[config.mk]
export PLATFORM = sky130hd
export DESIGN_NAME = io_input_reader
export DESIGN_NICKNAME = d
export VERILOG_FILES = /design/src/rtl/io_pkg.sv /design/src/rtl/btn_debounce.sv /design/src/rtl/io_input_reader.sv
export SDC_FILE = /design/constraint.sdc
export NUM_CORES = 1
export LEC_CHECK = 0
export ABC_AREA = 1
export CAP_MARGIN = 20
export CORE_MARGIN = 2
export CORE_UTILIZATION = 62
export DETAILED_ROUTE_END_ITERATION = 12
export GPL_ROUTABILITY_DRIVEN = 0
export MAX_ROUTING_LAYER = met4
export PLACE_DENSITY_LB_ADDON = 0.12
export SETUP_SLACK_MARGIN = 0.1
export SYNTH_ARGS = -nofsm -noshare
export SYNTH_HDL_FRONTEND = slang
export SYNTH_SLANG_ARGS = --single-unit
[constraint.sdc]
create_clock -name clk_i -period 6.9 [get_ports clk_i]
set_input_delay 1.035 -clock clk_i [delete_from_list [all_inputs] [get_ports clk_i]]
set_output_delay 1.035 -clock clk_i [all_outputs]
set_load 0.05 [all_outputs]
[src/rtl/io_pkg.sv]
// ============================================================================
// io_pkg -- load/store encodings and offsets shared by the memory-mapped I/O peripherals
// Revision: 1.0  initial release
// ============================================================================
`default_nettype none

package io_pkg;

  // funct3 encodings for loads and stores, also used by the store peripheral
  localparam logic [2:0] F3_B  = 3'b000;
  localparam logic [2:0] F3_H  = 3'b001;
  localparam logic [2:0] F3_W  = 3'b010;
  localparam logic [2:0] F3_BU = 3'b100;
  localparam logic [2:0] F3_HU = 3'b101;

  // Byte offsets of the input peripheral words
  localparam int IN_SW_OFS  = 0;
  localparam int IN_BTN_OFS = 4;
  localparam int IN_EVT_OFS = 8;

  // Number of bytes touched by an access; every non-byte, non-half code is a word
  function automatic logic [2:0] access_bytes(input logic [2:0] f3);
    logic [2:0] n;
    case (f3[1:0])
      2'b00:   n = 3'd1;
      2'b01:   n = 3'd2;
      default: n = 3'd4;
    endcase
    return n;
  endfunction

endpackage

`default_nettype wire

[src/rtl/btn_debounce.sv]
// ============================================================================
// btn_debounce -- 2-flop synchronizer and stable-count debouncer for one active-low button
// Revision: 1.0  initial release
// ============================================================================
`default_nettype none

module btn_debounce #(
  parameter int DEBOUNCE_CYCLES = 50000
) (
  input  logic clk_i,
  input  logic rst_i,
  input  logic btn_n,
  output logic state,
  output logic rise
);

  localparam int C_CW = $clog2(DEBOUNCE_CYCLES);
  localparam logic [C_CW-1:0] C_LAST = C_CW'(DEBOUNCE_CYCLES - 1);

  logic            r_meta;
  logic            r_sync;
  logic            r_state;
  logic [C_CW-1:0] r_cnt;

  logic w_pressed;
  logic w_differ;
  logic w_accept;

  assign w_pressed = ~r_sync;
  assign w_differ  = w_pressed ^ r_state;
  assign w_accept  = w_differ && (r_cnt == C_LAST);

  // Sync flops reset to the released level so no false press follows reset
  always_ff @(posedge clk_i or posedge rst_i) begin
    if (rst_i) begin
      r_meta  <= 1'b1;
      r_sync  <= 1'b1;
      r_state <= 1'b0;
      r_cnt   <= '0;
    end else begin
      r_meta <= btn_n;
      r_sync <= r_meta;
      if (!w_differ) begin
        r_cnt <= '0;
      end else if (w_accept) begin
        r_state <= w_pressed;
        r_cnt   <= '0;
      end else begin
        r_cnt <= r_cnt + 1'b1;
      end
    end
  end

  assign state = r_state;
  assign rise  = w_accept & w_pressed;

endmodule

`default_nettype wire

[src/rtl/io_input_reader.sv]
// ============================================================================
// io_input_reader -- memory-mapped switch/button input peripheral with sticky press events
// Revision: 1.0  initial release
// ============================================================================
`default_nettype none

module io_input_reader
  import io_pkg::*;
#(
  parameter int SW_WIDTH        = 17,
  parameter int BTN_WIDTH       = 4,
  parameter int DEBOUNCE_CYCLES = 50000
) (
  input  logic                 clk_i,
  input  logic                 rst_i,
  input  logic [SW_WIDTH-1:0]  i_io_sw,
  input  logic [BTN_WIDTH-1:0] i_io_btn,
  input  logic                 ld_en,
  input  logic [2:0]           funct3,
  input  logic [3:0]           addr,
  output logic [31:0]          ld_data
);

  logic [SW_WIDTH-1:0]  r_sw_meta;
  logic [SW_WIDTH-1:0]  r_sw_sync;
  logic [BTN_WIDTH-1:0] r_evt;

  logic [BTN_WIDTH-1:0] w_btn_state;
  logic [BTN_WIDTH-1:0] w_btn_rise;
  logic [BTN_WIDTH-1:0] w_evt_clr;

  logic [31:0] w_sw_word;
  logic [31:0] w_btn_word;
  logic [31:0] w_evt_word;
  logic [4:0]  w_lo;
  logic [4:0]  w_hi;
  logic [7:0]  w_map [16];
  logic [7:0]  w_b   [4];
  logic [31:0] w_fmt;

  // Offsets are carried in 5 bits so an access near 0xF reads zeros instead of wrapping
  assign w_lo = {1'b0, addr};
  assign w_hi = w_lo + {2'b00, access_bytes(funct3)} - 5'd1;

  always_ff @(posedge clk_i or posedge rst_i) begin
    if (rst_i) begin
      r_sw_meta <= '0;
      r_sw_sync <= '0;
    end else begin
      r_sw_meta <= i_io_sw;
      r_sw_sync <= r_sw_meta;
    end
  end

  generate
    for (genvar i = 0; i < BTN_WIDTH; i++) begin : g_btn
      localparam logic [4:0] c_evt_byte = 5'(IN_EVT_OFS + i / 8);

      btn_debounce #(
        .DEBOUNCE_CYCLES(DEBOUNCE_CYCLES)
      ) u_debounce (
        .clk_i (clk_i),
        .rst_i (rst_i),
        .btn_n (i_io_btn[i]),
        .state (w_btn_state[i]),
        .rise  (w_btn_rise[i])
      );

      assign w_evt_clr[i] = ld_en && (c_evt_byte >= w_lo) && (c_evt_byte <= w_hi);
    end
  endgenerate

  // A press landing on the same edge as a clearing read must not be lost
  always_ff @(posedge clk_i or posedge rst_i) begin
    if (rst_i) begin
      r_evt <= '0;
    end else begin
      r_evt <= (r_evt & ~w_evt_clr) | w_btn_rise;
    end
  end

  assign w_sw_word  = 32'(r_sw_sync);
  assign w_btn_word = 32'(w_btn_state);
  assign w_evt_word = 32'(r_evt);

  always_comb begin
    for (int j = 0; j < 16; j++) begin
      w_map[j] = 8'h00;
    end
    for (int j = 0; j < 4; j++) begin
      w_map[IN_SW_OFS + j]  = w_sw_word[8*j +: 8];
      w_map[IN_BTN_OFS + j] = w_btn_word[8*j +: 8];
      w_map[IN_EVT_OFS + j] = w_evt_word[8*j +: 8];
    end
  end

  always_comb begin
    logic [4:0] ofs;
    for (int k = 0; k < 4; k++) begin
      ofs    = w_lo + 5'(k);
      w_b[k] = ofs[4] ? 8'h00 : w_map[ofs[3:0]];
    end
  end

  always_comb begin
    case (funct3)
      F3_B:    w_fmt = {{24{w_b[0][7]}}, w_b[0]};
      F3_BU:   w_fmt = {24'h000000, w_b[0]};
      F3_H:    w_fmt = {{16{w_b[1][7]}}, w_b[1], w_b[0]};
      F3_HU:   w_fmt = {16'h0000, w_b[1], w_b[0]};
      default: w_fmt = {w_b[3], w_b[2], w_b[1], w_b[0]};
    endcase
  end

  assign ld_data = rst_i ? 32'h0000_0000 : w_fmt;

endmodule

`default_nettype wire

==> report_table.html, run 1 <==
<table>
<tr><th>Metric</th><th>Value</th></tr>
<tr><th colspan="2">Finish</th></tr>
<tr><td>Summed area of non-filler cells in the final layout</td><td>about 7900 um^2</td></tr>
<tr><td>Sequential standard cell area</td><td>2863 um^2</td></tr>
<tr><td>Count of inserted antenna diode cells</td><td>0</td></tr>
<tr><td>Share of layout cells above drive strength 1</td><td>under 10%</td></tr>
<tr><td>Most common cell after layout, fill and taps aside</td><td>nand2_1</td></tr>
<tr><td>Post-Layout Cell Count</td><td>1106</td></tr>
<tr><td>Leading cell types in the layout, fill and taps excluded</td><td>212 x nand2_1, 122 x inv_1, 122 x nor2_1</td></tr>
<tr><td>Area used by multi-input combinational logic</td><td>around 3100 um^2</td></tr>
<tr><td>NumNets Final</td><td>roughly 1000</td></tr>
<tr><td>Area grow syn2layout</td><td>20.13%</td></tr>
<tr><td>FILL cells</td><td>a little over 700</td></tr>
<tr><th colspan="2">Synth</th></tr>
<tr><td>Synth Instances</td><td>around 900</td></tr>
<tr><td>Number of synthesis warnings</td><td>0</td></tr>
<tr><td>Area share of and/or/nand/nor cells after synthesis</td><td>a little over a third</td></tr>
<tr><td>Combinational family with the most area after synthesis</td><td>simple AND/OR/NAND/NOR gates</td></tr>
<tr><td>Area share of fa/ha/maj cells after synthesis</td><td>about 3%</td></tr>
<tr><td>Proportion of synthesized flip-flops having asynchronous set or reset</td><td>100.0%</td></tr>
<tr><td>Sequential element share of the synthesized area</td><td>a little over two fifths</td></tr>
<tr><td>Syn Nets</td><td>933</td></tr>
<tr><td>Synth Flop Type</td><td>dfrtp_1</td></tr>
<tr><td>Xor and xnor fraction of the mapped netlist area</td><td>under 10%</td></tr>
<tr><td>Mean Syn Cell Area</td><td>between 7 and 8 um^2</td></tr>
<tr><td>Synth Cell Area</td><td>between 6000 and 7000 um^2</td></tr>
<tr><td>Mux contribution to synthesized area</td><td>0%</td></tr>
<tr><td>EDFF count, synth</td><td>0</td></tr>
<tr><td>Synth unique cells</td><td>45</td></tr>
<tr><td>Area fraction in compound gates after synthesis</td><td>between 5 and 6%</td></tr>
<tr><td>Synth Register Bits</td><td>114</td></tr>
<tr><th colspan="2">Min path</th></tr>
<tr><td>Worst hold start</td><td>r_sw_meta[8]</td></tr>
<tr><td>Hold Crit Class</td><td>reg2reg</td></tr>
<tr><th colspan="2">STA</th></tr>
<tr><td>Post-route worst setup slack</td><td>1.517 ns</td></tr>
<tr><td>Layout Skew</td><td>~0.0064 ns</td></tr>
<tr><td>Setup TNS after final layout</td><td>0 ns</td></tr>
<tr><td>Worst hold slack</td><td>~0.35 ns</td></tr>
<tr><td>Tightest slew margin relative to the limit</td><td>roughly half</td></tr>
<tr><td>Count of final hold-check violations</td><td>0</td></tr>
<tr><td>Max-slew violation count</td><td>0</td></tr>
<tr><td>Maximum clock frequency</td><td>185.8 MHz</td></tr>
<tr><td>Total setup violations reported at the end of the flow</td><td>0</td></tr>
<tr><td>Transition time of the tightest slew-check pin</td><td>0.7759 ns</td></tr>
<tr><td>Final Cycle Share</td><td>78.02%</td></tr>
<tr><td>Period minus WS final</td><td>5.383 ns</td></tr>
<tr><td>RSZ-0062 raised after global routing</td><td>no</td></tr>
<tr><th colspan="2">Outcome</th></tr>
<tr><td>Violations in the final reports</td><td>DRC</td></tr>
<tr><td>Result of the run</td><td>finished with violations</td></tr>
<tr><th colspan="2">Clock tree</th></tr>
<tr><td>Clock Pin Slew Worst Setup and Hold Paths</td><td>~0.060 ns</td></tr>
<tr><td>Number of buffers created by CTS</td><td>17</td></tr>
<tr><td>Setup bufs post-CTS</td><td>0</td></tr>
<tr><td>Number of buffers inserted for hold repair after clock tree synthesis</td><td>0</td></tr>
<tr><td>Level count of the clock H-tree</td><td>4</td></tr>
<tr><td>Clock latency of the later-clocked register in the worst-skew pair</td><td>0.51 ns</td></tr>
<tr><td>Maximum root-to-sink buffer count</td><td>2</td></tr>
<tr><td>TritonCTS clock tree</td><td>built</td></tr>
<tr><td>Sinks on the clock net</td><td>about 110</td></tr>
<tr><td>Number of instances resized during post-cts repair</td><td>0</td></tr>
<tr><td>Clock tree root driver cell</td><td>clkbuf_8</td></tr>
<tr><th colspan="2">GRT</th></tr>
<tr><td>Via count of the first global-routing pass</td><td>about 6000</td></tr>
<tr><td>Pin count of the biggest net entering global routing</td><td>~70</td></tr>
<tr><td>Initial antenna violation count</td><td>0</td></tr>
<tr><td>First-pass GRT wire length</td><td>26810 um</td></tr>
<tr><td>Global-route usage over all layers</td><td>between 30% and 40%</td></tr>
<tr><td>Remaining global-route overflow</td><td>0</td></tr>
<tr><th colspan="2">Worst setup path</th></tr>
<tr><td>Arrival time of the worst setup path</td><td>roughly 4.4 ns</td></tr>
<tr><td>Data required time at the worst endpoint</td><td>slightly below 6 ns</td></tr>
<tr><td>Crit. Startpoint</td><td>addr[0]</td></tr>
<tr><td>Register-to-register setup slack</td><td>5.13 ns</td></tr>
<tr><td>Category of the most critical setup path</td><td>in2out</td></tr>
<tr><td>Nature of the critical path endpoint</td><td>output pin</td></tr>
<tr><td>Worst-path maximum fanout</td><td>41</td></tr>
<tr><td>Crit path launch type</td><td>input pin</td></tr>
<tr><td>Beginning of the worst register-to-register path</td><td>g_btn[3].u_debounce.r_cnt[0]</td></tr>
<tr><th colspan="2">Placed design</th></tr>
<tr><td>Worst slack after detailed placement</td><td>about 1.6 ns</td></tr>
<tr><td>Buffers added on ports</td><td>62</td></tr>
<tr><td>Placed Instances</td><td>approximately 1100</td></tr>
<tr><td>Area post-placement</td><td>approximately 7300 um^2</td></tr>
<tr><td>Placed wire-length estimate after detailed placement</td><td>~11000 um</td></tr>
<tr><th colspan="2">Route</th></tr>
<tr><td>Routed vias</td><td>slightly above 6000</td></tr>
<tr><td>Antenna viol nets, final</td><td>0</td></tr>
<tr><td>First-pass detailed-route iteration total</td><td>10</td></tr>
<tr><td>Final wirelength</td><td>around 16000 um</td></tr>
<tr><td>Via count normalized by instance count</td><td>between 5 and 6</td></tr>
<tr><td>Starting DRT DRC Count</td><td>a little over 500</td></tr>
<tr><td>DR WL/cell</td><td>~14 um</td></tr>
<tr><td>DRC violations left</td><td>1</td></tr>
<tr><th colspan="2">Power</th></tr>
<tr><td>Worst IR Drop VDD</td><td>245.0 uV</td></tr>
<tr><td>Total power density per cell area</td><td>around 230 nW/um^2</td></tr>
<tr><td>Switch share</td><td>between 20% and 30%</td></tr>
<tr><td>Static leakage</td><td>between 3 and 4 nW</td></tr>
<tr><td>Net load switching power</td><td>between 0.4 and 0.5 mW</td></tr>
<tr><td>Internal Power</td><td>1.369 mW</td></tr>
<tr><td>Part of the power in combinational logic</td><td>10.6%</td></tr>
<tr><td>Part of the power in the clock network</td><td>around half</td></tr>
<tr><td>Register share of total power</td><td>about two fifths</td></tr>
<tr><th colspan="2">Floorplan</th></tr>
<tr><td>Die Area</td><td>between 10000 and 15000 um^2</td></tr>
<tr><td>Standard-cell rows</td><td>37</td></tr>
<tr><td>Die Width</td><td>107 um</td></tr>
<tr><td>Initial cell density of the core</td><td>between 60 and 70%</td></tr>
<tr><td>Chip Height</td><td>around 110 um</td></tr>
<tr><td>Core footprint</td><td>just over 10000 um^2</td></tr>
<tr><td>Top-Level Pins</td><td>63</td></tr>
<tr><th colspan="2">Flow run</th></tr>
<tr><td>Max Cap Viol</td><td>0</td></tr>
</table>
state kept, by name, indices dropped and copies added (netlist names):
signal,flops
r_sw_sync,17
r_evt,4
g_btn.u_debounce.state,4
g_btn.u_debounce.r_cnt,64
r_sw_meta,17
g_btn.u_debounce.r_sync,4
g_btn.u_debounce.r_meta,4
power by group through the flow:
| stage | clock network, mW | logic [mW] | registers (mW) |
|---|---|---|---|
| global route | 0.955 | 0.210 | 0.701 |
| floorplan | 0 | 0.132 | 0.708 |
| finish | 0.912 | 0.190 | 0.699 |
| global placement | 0 | 0.183 | 0.709 |
| detailed placement | 0 | 0.188 | 0.710 |
| CTS | 0.922 | 0.189 | 0.699 |
cell families after synthesis:
logic type	after synthesis
buffers and inverters	142
AO/OA/AOI/OAI	69
XOR/XNOR	24
AND/OR/NAND/NOR	523
flip-flops	114
adder cells (fa/ha/maj)	15
worst paths after layout:
kind | depth (start not counted) | end
worst min-delay path | 0 | r_sw_sync[8]
worst max register to register | 8 | g_btn[3].u_debounce.r_cnt[4]
max in group asynchronous | 3 | g_btn[3].u_debounce.r_cnt[10]
worst min register to register | 0 | r_sw_sync[8]
min in group asynchronous | 2 | r_sw_meta[7]
worst max-delay path | 12 | ld_data[24]
critical path, cell delays in order:
cell	delay, ns
clkdlybuf4s50_1	0.46
buf_4	0.34
inv_2	0.25
ha_1	0.42
inv_1	0.19
nand3_1	0.10
nor2_1	0.16
nand3_1	0.10
nand2_2	0.09
nand2_4	0.15
nor2_1	0.21
clkdlybuf4s50_1	0.83
Yosys cell counts, types with 4 or more instances:
cell | count | area share (%)
nand2_1 | 212 | 12
nand2_2 | 7 | 0.67
nand3_1 | 94 | 7.2
dfrtp_1 | 106 | 40
nor2_2 | 13 | 1.2
ha_1 | 14 | 2.7
nor2_1 | 122 | 7.0
xnor2_1 | 6 | 0.80
xor2_1 | 15 | 2.0
nor3_1 | 33 | 2.5
dfstp_2 | 8 | 3.2
o21ai_0 | 18 | 1.4
inv_2 | 4 | 0.23
buf_6 | 5 | 0.86
inv_1 | 123 | 7.0
nand4_1 | 20 | 1.9
a21oi_1 | 33 | 2.5
o21bai_1 | 4 | 0.46
o21ai_1 | 5 | 0.38
stage by stage:
step | util (%) | total power [mW]
6_report | 76.54 | 1.802
5_1_grt | 76.54 | 1.866
4_1_cts | 76.54 | 1.810
3_5_place_dp | 70.52 | 0.8988
3_3_place_gp | 70.52 | 0.8919
2_1_floorplan | - | 0.8394
area by class of cell:
type / count / share of cell area, %
timing repair buffer: 64 / 8.044
inverter: 129 / 6.160
sequential: 114 / 36.23
multi-input combinational: 631 / 39.56
clock buffer: 24 / 5.954
tap: 136 / 2.154
clock inverter: 8 / 1.900
per-layer routing:
metal  wire [um]  GRT usage, %  vias to the layer above
met4         505         13.27                        0
met3        1217         6.140                       67
met1        6572         36.76                     2865
met2        7737         49.41                      326
li1            -             -                     2968
met5           0             -                        -
No activity file was read; power rests on OpenSTA's default activity.
==> run 2: changes to the inputs <==
--- a/config.mk
+++ b/config.mk
@@ -8,7 +8,7 @@
 export ABC_AREA = 1
 export CAP_MARGIN = 20
 export CORE_MARGIN = 2
-export CORE_UTILIZATION = 62
+export CORE_UTILIZATION = 58
 export DETAILED_ROUTE_END_ITERATION = 12
 export GPL_ROUTABILITY_DRIVEN = 0
 export MAX_ROUTING_LAYER = met4
==> constraint.sdc (replaced) <==
create_clock -name clk_i -period 5 [get_ports clk_i]
set_input_delay 0.75 -clock clk_i [delete_from_list [all_inputs] [get_ports clk_i]]
set_output_delay 0.75 -clock clk_i [all_outputs]
set_load 0.05 [all_outputs]
==> report_table.html, run 2 (synthesis gave the netlist of run 1 again) <==
<table>
<tr><th>Metric</th><th>Value</th></tr>
<tr><th colspan="2">Outcome</th></tr>
<tr><td>Result of the run</td><td>finished clean</td></tr>
<tr><th colspan="2">STA</th></tr>
<tr><td>Total setup violations reported at the end of the flow</td><td>0</td></tr>
<tr><td>Final Cycle Share</td><td>roughly 80%</td></tr>
<tr><td>Maximum clock frequency</td><td>252.1 MHz</td></tr>
<tr><td>Layout Skew</td><td>between 0.009 and 0.01 ns</td></tr>
<tr><td>Max-slew violation count</td><td>0</td></tr>
<tr><td>Count of final hold-check violations</td><td>0</td></tr>
<tr><td>Setup TNS after final layout</td><td>0 ns</td></tr>
<tr><td>Transition time of the tightest slew-check pin</td><td>around 0.95 ns</td></tr>
<tr><td>Tightest slew margin relative to the limit</td><td>a little over a third</td></tr>
<tr><td>RSZ-0062 raised after global routing</td><td>no</td></tr>
<tr><td>Period minus WS final</td><td>a little under 4 ns</td></tr>
<tr><th colspan="2">Worst setup path</th></tr>
<tr><td>Data required time at the worst endpoint</td><td>4.25 ns</td></tr>
<tr><td>FF-to-FF path depth</td><td>8</td></tr>
<tr><td>Beginning of the worst register-to-register path</td><td>g_btn[3].u_debounce.r_cnt[0]</td></tr>
<tr><td>Crit path launch type</td><td>input pin</td></tr>
<tr><td>Arrival time of the worst setup path</td><td>between 3 and 4 ns</td></tr>
<tr><td>Category of the most critical setup path</td><td>in2out</td></tr>
<tr><td>FF-to-FF End</td><td>g_btn[3].u_debounce.r_cnt[3]</td></tr>
<tr><td>Nature of the critical path endpoint</td><td>output pin</td></tr>
<tr><td>Worst-path maximum fanout</td><td>13</td></tr>
<tr><td>Register-to-register setup slack</td><td>3.34 ns</td></tr>
<tr><th colspan="2">GRT</th></tr>
<tr><td>Global-route usage over all layers</td><td>roughly 28%</td></tr>
<tr><td>Via count of the first global-routing pass</td><td>around 6200</td></tr>
<tr><td>Pin count of the biggest net entering global routing</td><td>a little over 80</td></tr>
<tr><td>Remaining global-route overflow</td><td>0</td></tr>
<tr><td>First-pass GRT wire length</td><td>~27000 um</td></tr>
<tr><td>Initial antenna violation count</td><td>0</td></tr>
<tr><th colspan="2">Floorplan</th></tr>
<tr><td>Die Width</td><td>between 100 and 150 um</td></tr>
<tr><td>Standard-cell rows</td><td>38</td></tr>
<tr><td>Initial cell density of the core</td><td>about three fifths</td></tr>
<tr><td>Top-Level Pins</td><td>63</td></tr>
<tr><td>Core footprint</td><td>10940 um^2</td></tr>
<tr><td>Chip Height</td><td>around 110 um</td></tr>
<tr><td>Die Area</td><td>12210 um^2</td></tr>
<tr><th colspan="2">Finish</th></tr>
<tr><td>Share of layout cells above drive strength 1</td><td>approximately 11%</td></tr>
<tr><td>Most common cell after layout, fill and taps aside</td><td>nand2_1</td></tr>
<tr><td>Biggest registers after layout</td><td>g_btn.u_debounce.r_cnt (64), r_sw_meta (17), r_sw_sync (17)</td></tr>
<tr><td>Count of inserted antenna diode cells</td><td>0</td></tr>
<tr><td>Area grow syn2layout</td><td>23.34%</td></tr>
<tr><td>Max reg flops</td><td>64</td></tr>
<tr><td>Final core utilization</td><td>roughly three quarters</td></tr>
<tr><td>NumNets Final</td><td>about 1000</td></tr>
<tr><td>Leading cell types in the layout, fill and taps excluded</td><td>212 x nand2_1, 122 x inv_1, 122 x nor2_1</td></tr>
<tr><td>Register with the most flip-flops</td><td>g_btn.u_debounce.r_cnt</td></tr>
<tr><td>Post-Layout Cell Count</td><td>roughly 1100</td></tr>
<tr><th colspan="2">Route</th></tr>
<tr><td>DRC violations left</td><td>0</td></tr>
<tr><td>Via count normalized by instance count</td><td>approximately 5.6</td></tr>
<tr><td>Starting DRT DRC Count</td><td>about 590</td></tr>
<tr><td>Final wirelength</td><td>roughly 16000 um</td></tr>
<tr><td>Routed vias</td><td>6190</td></tr>
<tr><td>First-pass detailed-route iteration total</td><td>8</td></tr>
<tr><td>Antenna viol nets, final</td><td>0</td></tr>
<tr><td>DR WL/cell</td><td>14.49 um</td></tr>
<tr><th colspan="2">Placed design</th></tr>
<tr><td>Buffers added on ports</td><td>slightly above 60</td></tr>
<tr><td>Placed wire-length estimate after detailed placement</td><td>~12000 um</td></tr>
<tr><td>Placed Instances</td><td>between 1000 and 1500</td></tr>
<tr><th colspan="2">Min path</th></tr>
<tr><td>Hold path depth</td><td>0</td></tr>
<tr><td>WHS Endpoint</td><td>r_sw_sync[3]</td></tr>
<tr><td>Hold Crit Class</td><td>reg2reg</td></tr>
<tr><td>Worst hold start</td><td>r_sw_meta[3]</td></tr>
<tr><th colspan="2">Clock tree</th></tr>
<tr><td>Setup bufs post-CTS</td><td>0</td></tr>
<tr><td>Clock Pin Slew Worst Setup and Hold Paths</td><td>about 0.05 ns</td></tr>
<tr><td>Level count of the clock H-tree</td><td>4</td></tr>
<tr><td>Number of buffers inserted for hold repair after clock tree synthesis</td><td>0</td></tr>
<tr><td>Sinks on the clock net</td><td>about 110</td></tr>
<tr><td>Clock latency of the later-clocked register in the worst-skew pair</td><td>approximately 0.42 ns</td></tr>
<tr><td>Clock tree root driver cell</td><td>clkbuf_16</td></tr>
<tr><td>Maximum root-to-sink buffer count</td><td>2</td></tr>
<tr><td>Number of buffers created by CTS</td><td>17</td></tr>
<tr><td>TritonCTS clock tree</td><td>built</td></tr>
<tr><td>Number of instances resized during post-cts repair</td><td>0</td></tr>
<tr><th colspan="2">Power</th></tr>
<tr><td>Worst IR Drop VDD</td><td>about 300 uV</td></tr>
<tr><td>Static leakage</td><td>slightly below 4 nW</td></tr>
<tr><td>Design Power</td><td>roughly 2.4 mW</td></tr>
<tr><td>Total power density per cell area</td><td>299.8 nW/um^2</td></tr>
<tr><th colspan="2">Flow run</th></tr>
<tr><td>Max Cap Viol</td><td>0</td></tr>
</table>
run 2: cell count changes in the layout (fill, tap and decap cells not counted), sizes merged:
cell,change
clkinvlp,+2
bufinv,-2
inv,+1
clkbuf,-4
buf,+25
clkinv,+3
clkdlybuf4s50,-24
run 2: power breakdown:
group	switching, mW	leakage (nW)	total [mW]	internal (mW)
Combinational	0.181	2.12	0.286	0.105
Clock	0.435	0.277	1.18	0.746
Sequential	0.0134	1.48	0.965	0.951
run 2: worst max path at each step:
stage | start | end | slack (ns) | cells past startpoint
global route | addr[1] | ld_data[27] | 0.87 | 11
finish | addr[2] | ld_data[3] | 1.03 | 6
global placement | addr[2] | ld_data[3] | 1.17 | 6
detailed placement | addr[1] | ld_data[27] | 1.09 | 11
floorplan | rst_i | ld_data[16] | 0.15 | 3
CTS | addr[1] | ld_data[27] | 1.09 | 11
run 2: area by class of cell:
| type | count | area [um^2] |
|---|---|---|
| clock buffer | 20 | 446.7 |
| inverter | 129 | 486.7 |
| clock inverter | 12 | 132.6 |
| multi-input combinational | 631 | 3126 |
| sequential | 114 | 2863 |
| fill | 796 | 2823 |
| timing repair buffer | 65 | 883.3 |
| tap | 140 | 175.2 |
run 2: metrics by stage:
step                      cell area, um^2  setup WS, ns  hold slack (ns)
final                                8113         1.034           0.3411
after global routing                 8113        0.8747           0.3477
after CTS                            8113         1.086           0.3468
after detailed placement             7533         1.086           0.3347
after global placement               7533         1.167           0.3345
after floorplan                      6578        0.1539           0.3312
run 2: routing by layer:
layer / GRT usage, % / routed length (um)
met1: 33.61 / 6686
met2: 46.71 / 7899
met3: 6.476 / 1092
met4: 10.00 / 418
met5: - / 0
run 2: critical path, cell delays in order:
cell             delay (ns)
clkdlybuf4s50_1        0.90
inv_2                  0.22
nand3_1                0.14
nand3_1                0.07
a21oi_1                0.27
clkdlybuf4s50_1        0.86
==> run 3: changes to the inputs <==
==> constraint.sdc (replaced) <==
create_clock -name clk_i -period 3.7 [get_ports clk_i]
set_input_delay 0.555 -clock clk_i [delete_from_list [all_inputs] [get_ports clk_i]]
set_output_delay 0.555 -clock clk_i [all_outputs]
set_load 0.05 [all_outputs]
==> report_table.html, run 3 (synthesis gave the netlist of run 1 again) <==
<table>
<tr><th>Metric</th><th>Value</th></tr>
<tr><th colspan="2">Worst setup path</th></tr>
<tr><td>Buffers and inverters on the worst path</td><td>4</td></tr>
<tr><td>Top cell family by delay on the critical path</td><td>buffers and inverters</td></tr>
<tr><td>Crit path launch type</td><td>input pin</td></tr>
<tr><td>Beginning of the worst register-to-register path</td><td>g_btn[3].u_debounce.r_cnt[0]</td></tr>
<tr><td>FF-to-FF path depth</td><td>8</td></tr>
<tr><td>FF-to-FF End</td><td>g_btn[3].u_debounce.r_cnt[4]</td></tr>
<tr><td>Delay contributed by the slowest stage of the critical path</td><td>between 0.6 and 0.7 ns</td></tr>
<tr><td>Register-to-register setup slack</td><td>2.06 ns</td></tr>
<tr><td>Worst-path maximum fanout</td><td>16</td></tr>
<tr><td>Arrival time of the worst setup path</td><td>about 2.8 ns</td></tr>
<tr><td>Data required time at the worst endpoint</td><td>3.14 ns</td></tr>
<tr><td>Category of the most critical setup path</td><td>in2out</td></tr>
<tr><td>Nature of the critical path endpoint</td><td>output pin</td></tr>
<tr><td>Worst path slowest cell</td><td>clkdlybuf4s50_1</td></tr>
<tr><td>Critical path, cell by cell</td><td>clkdlybuf4s50_1 &gt; inv_2 &gt; ha_1 &gt; inv_1 &gt; nand3_1 &gt; nor2_1 &gt; nand3_1 &gt; nand2_2 &gt; nand2_4 &gt; nor2_1 &gt; buf_12</td></tr>
<tr><th colspan="2">Power</th></tr>
<tr><td>Worst IR Drop VDD</td><td>496.1 uV</td></tr>
<tr><td>Net load switching power</td><td>0.8700 mW</td></tr>
<tr><td>Part of the power in the clock network</td><td>48.3%</td></tr>
<tr><td>Switch share</td><td>between 20% and 30%</td></tr>
<tr><td>Total power density per cell area</td><td>~400 nW/um^2</td></tr>
<tr><td>Part of the power in combinational logic</td><td>a little under an eighth</td></tr>
<tr><td>Static leakage</td><td>roughly 4 nW</td></tr>
<tr><td>Register share of total power</td><td>between 30% and 40%</td></tr>
<tr><td>Internal Power</td><td>around 2.4 mW</td></tr>
<tr><th colspan="2">STA</th></tr>
<tr><td>Tightest slew margin relative to the limit</td><td>54.69%</td></tr>
<tr><td>Max-slew violation count</td><td>0</td></tr>
<tr><td>Period minus WS final</td><td>about 3.4 ns</td></tr>
<tr><td>Final Cycle Share</td><td>90.83%</td></tr>
<tr><td>Maximum clock frequency</td><td>about 300 MHz</td></tr>
<tr><td>Total setup violations reported at the end of the flow</td><td>0</td></tr>
<tr><td>RSZ-0062 raised after global routing</td><td>no</td></tr>
<tr><td>Count of final hold-check violations</td><td>0</td></tr>
<tr><td>Setup TNS after final layout</td><td>0 ns</td></tr>
<tr><td>Worst hold slack</td><td>approximately 0.34 ns</td></tr>
<tr><td>Layout Skew</td><td>~0.016 ns</td></tr>
<tr><td>Transition time of the tightest slew-check pin</td><td>between 0.6 and 0.7 ns</td></tr>
<tr><th colspan="2">Route</th></tr>
<tr><td>DRC violations left</td><td>0</td></tr>
<tr><td>Antenna viol nets, final</td><td>0</td></tr>
<tr><td>First-pass detailed-route iteration total</td><td>6</td></tr>
<tr><td>DR WL/cell</td><td>approximately 15 um</td></tr>
<tr><td>Routed vias</td><td>around 6200</td></tr>
<tr><td>Final wirelength</td><td>between 15000 and 20000 um</td></tr>
<tr><td>Starting DRT DRC Count</td><td>approximately 590</td></tr>
<tr><td>Via count normalized by instance count</td><td>about 5.5</td></tr>
<tr><th colspan="2">Clock tree</th></tr>
<tr><td>Clock Pin Slew Worst Setup and Hold Paths</td><td>around 0.060 ns</td></tr>
<tr><td>Sinks on the clock net</td><td>114</td></tr>
<tr><td>Number of buffers inserted for hold repair after clock tree synthesis</td><td>0</td></tr>
<tr><td>Clock latency of the later-clocked register in the worst-skew pair</td><td>between 0.4 and 0.5 ns</td></tr>
<tr><td>Level count of the clock H-tree</td><td>4</td></tr>
<tr><td>Setup bufs post-CTS</td><td>0</td></tr>
<tr><td>Number of instances resized during post-cts repair</td><td>0</td></tr>
<tr><td>Maximum root-to-sink buffer count</td><td>2</td></tr>
<tr><td>Number of buffers created by CTS</td><td>17</td></tr>
<tr><td>TritonCTS clock tree</td><td>built</td></tr>
<tr><td>Clock tree root driver cell</td><td>clkbuf_16</td></tr>
<tr><th colspan="2">GRT</th></tr>
<tr><td>Global-route usage over all layers</td><td>29.13%</td></tr>
<tr><td>Remaining global-route overflow</td><td>0</td></tr>
<tr><td>Pin count of the biggest net entering global routing</td><td>roughly 120</td></tr>
<tr><td>Via count of the first global-routing pass</td><td>about 6200</td></tr>
<tr><td>Initial antenna violation count</td><td>0</td></tr>
<tr><td>First-pass GRT wire length</td><td>roughly 28000 um</td></tr>
<tr><th colspan="2">Finish</th></tr>
<tr><td>Register with the most flip-flops</td><td>g_btn.u_debounce.r_cnt</td></tr>
<tr><td>Summed area of non-filler cells in the final layout</td><td>8203 um^2</td></tr>
<tr><td>Area grow syn2layout</td><td>24.71%</td></tr>
<tr><td>Share of layout cells above drive strength 1</td><td>about an eighth</td></tr>
<tr><td>Biggest registers after layout</td><td>g_btn.u_debounce.r_cnt (64), r_sw_meta (17), r_sw_sync (17)</td></tr>
<tr><td>NumNets Final</td><td>about 1000</td></tr>
<tr><td>Leading cell types in the layout, fill and taps excluded</td><td>212 x nand2_1, 122 x inv_1, 122 x nor2_1</td></tr>
<tr><td>Max reg flops</td><td>between 60 and 70</td></tr>
<tr><td>Most common cell after layout, fill and taps aside</td><td>nand2_1</td></tr>
<tr><td>Count of inserted antenna diode cells</td><td>0</td></tr>
<tr><th colspan="2">Floorplan</th></tr>
<tr><td>Initial cell density of the core</td><td>approximately three fifths</td></tr>
<tr><td>Core footprint</td><td>~11000 um^2</td></tr>
<tr><td>Top-Level Pins</td><td>between 60 and 70</td></tr>
<tr><td>Standard-cell rows</td><td>38</td></tr>
<tr><td>Die Width</td><td>between 100 and 150 um</td></tr>
<tr><td>Chip Height</td><td>roughly 110 um</td></tr>
<tr><td>Die Area</td><td>about 12000 um^2</td></tr>
<tr><th colspan="2">Placed design</th></tr>
<tr><td>Buffers added on ports</td><td>62</td></tr>
<tr><td>Placed wire-length estimate after detailed placement</td><td>~11000 um</td></tr>
<tr><td>Area post-placement</td><td>7632 um^2</td></tr>
<tr><th colspan="2">Min path</th></tr>
<tr><td>Hold path depth</td><td>0</td></tr>
<tr><td>WHS Endpoint</td><td>r_sw_sync[12]</td></tr>
<tr><td>Hold Crit Class</td><td>reg2reg</td></tr>
<tr><td>Worst hold start</td><td>r_sw_meta[12]</td></tr>
<tr><th colspan="2">Outcome</th></tr>
<tr><td>Result of the run</td><td>finished clean</td></tr>
<tr><th colspan="2">Flow run</th></tr>
<tr><td>Max Cap Viol</td><td>0</td></tr>
</table>
[run 3: worst max-delay path by stage]
stage / to / startpoint / depth (start not counted)
finish: ld_data[26] / addr[0] / 11
global route: ld_data[25] / addr[0] / 11
CTS: ld_data[26] / addr[0] / 11
detailed placement: ld_data[26] / addr[0] / 11
global placement: ld_data[25] / addr[0] / 11
floorplan: ld_data[17] / rst_i / 4
[run 3: metrics by stage]
stage / instances / power, mW / utilization [%] / worst slack, ns
global placement: 1083 / 1.705 / 69.79 / 0.4527
global route: 1115 / 3.416 / 75.01 / 0.1797
floorplan: 887 / 1.566 / - / 0.2596
detailed placement: 1083 / 1.717 / 69.79 / 0.3718
finish: 1115 / 3.293 / 75.01 / 0.3392
CTS: 1115 / 3.309 / 75.01 / 0.3551
[run 3: cell type report]
type	count	area, um^2
Multi-Input combinational cell	631	3126
Clock buffer	19	432.9
Clock inverter	13	137.6
Fill cell	811	2733
Tap cell	140	175.2
Inverter	129	488.0
Sequential cell	114	2863
Timing Repair Buffer	69	980.9
[run 3: worst register-to-register path, cell delays in order (launching register included)]
cell	delay, ns
dfrtp_1	0.37
ha_1	0.24
nand3_1	0.20
nor3_1	0.23
nand3_2	0.13
nand2_2	0.13
inv_1	0.10
nand3_1	0.09
inv_1	0.04
[run 3: power groups by stage]
stage                     Combinational [mW]  Sequential (mW)  Clock (mW)
final                                  0.397             1.30        1.59
after CTS                              0.395             1.30        1.61
after global routing                   0.434             1.31        1.67
after floorplan                        0.246             1.32           0
after detailed placement               0.392             1.33           0
after global placement                 0.382             1.32           0
[run 3: layer usage]
metal	part of all wire [%]	vias up	global-route usage (%)	wire, um
li1	-	2976	-	-
met1	41	2873	35.47	6755
met2	49	276	47.44	8097
met3	7.4	56	7.135	1220
met4	2.3	0	10.58	383
met5	0	-	-	0
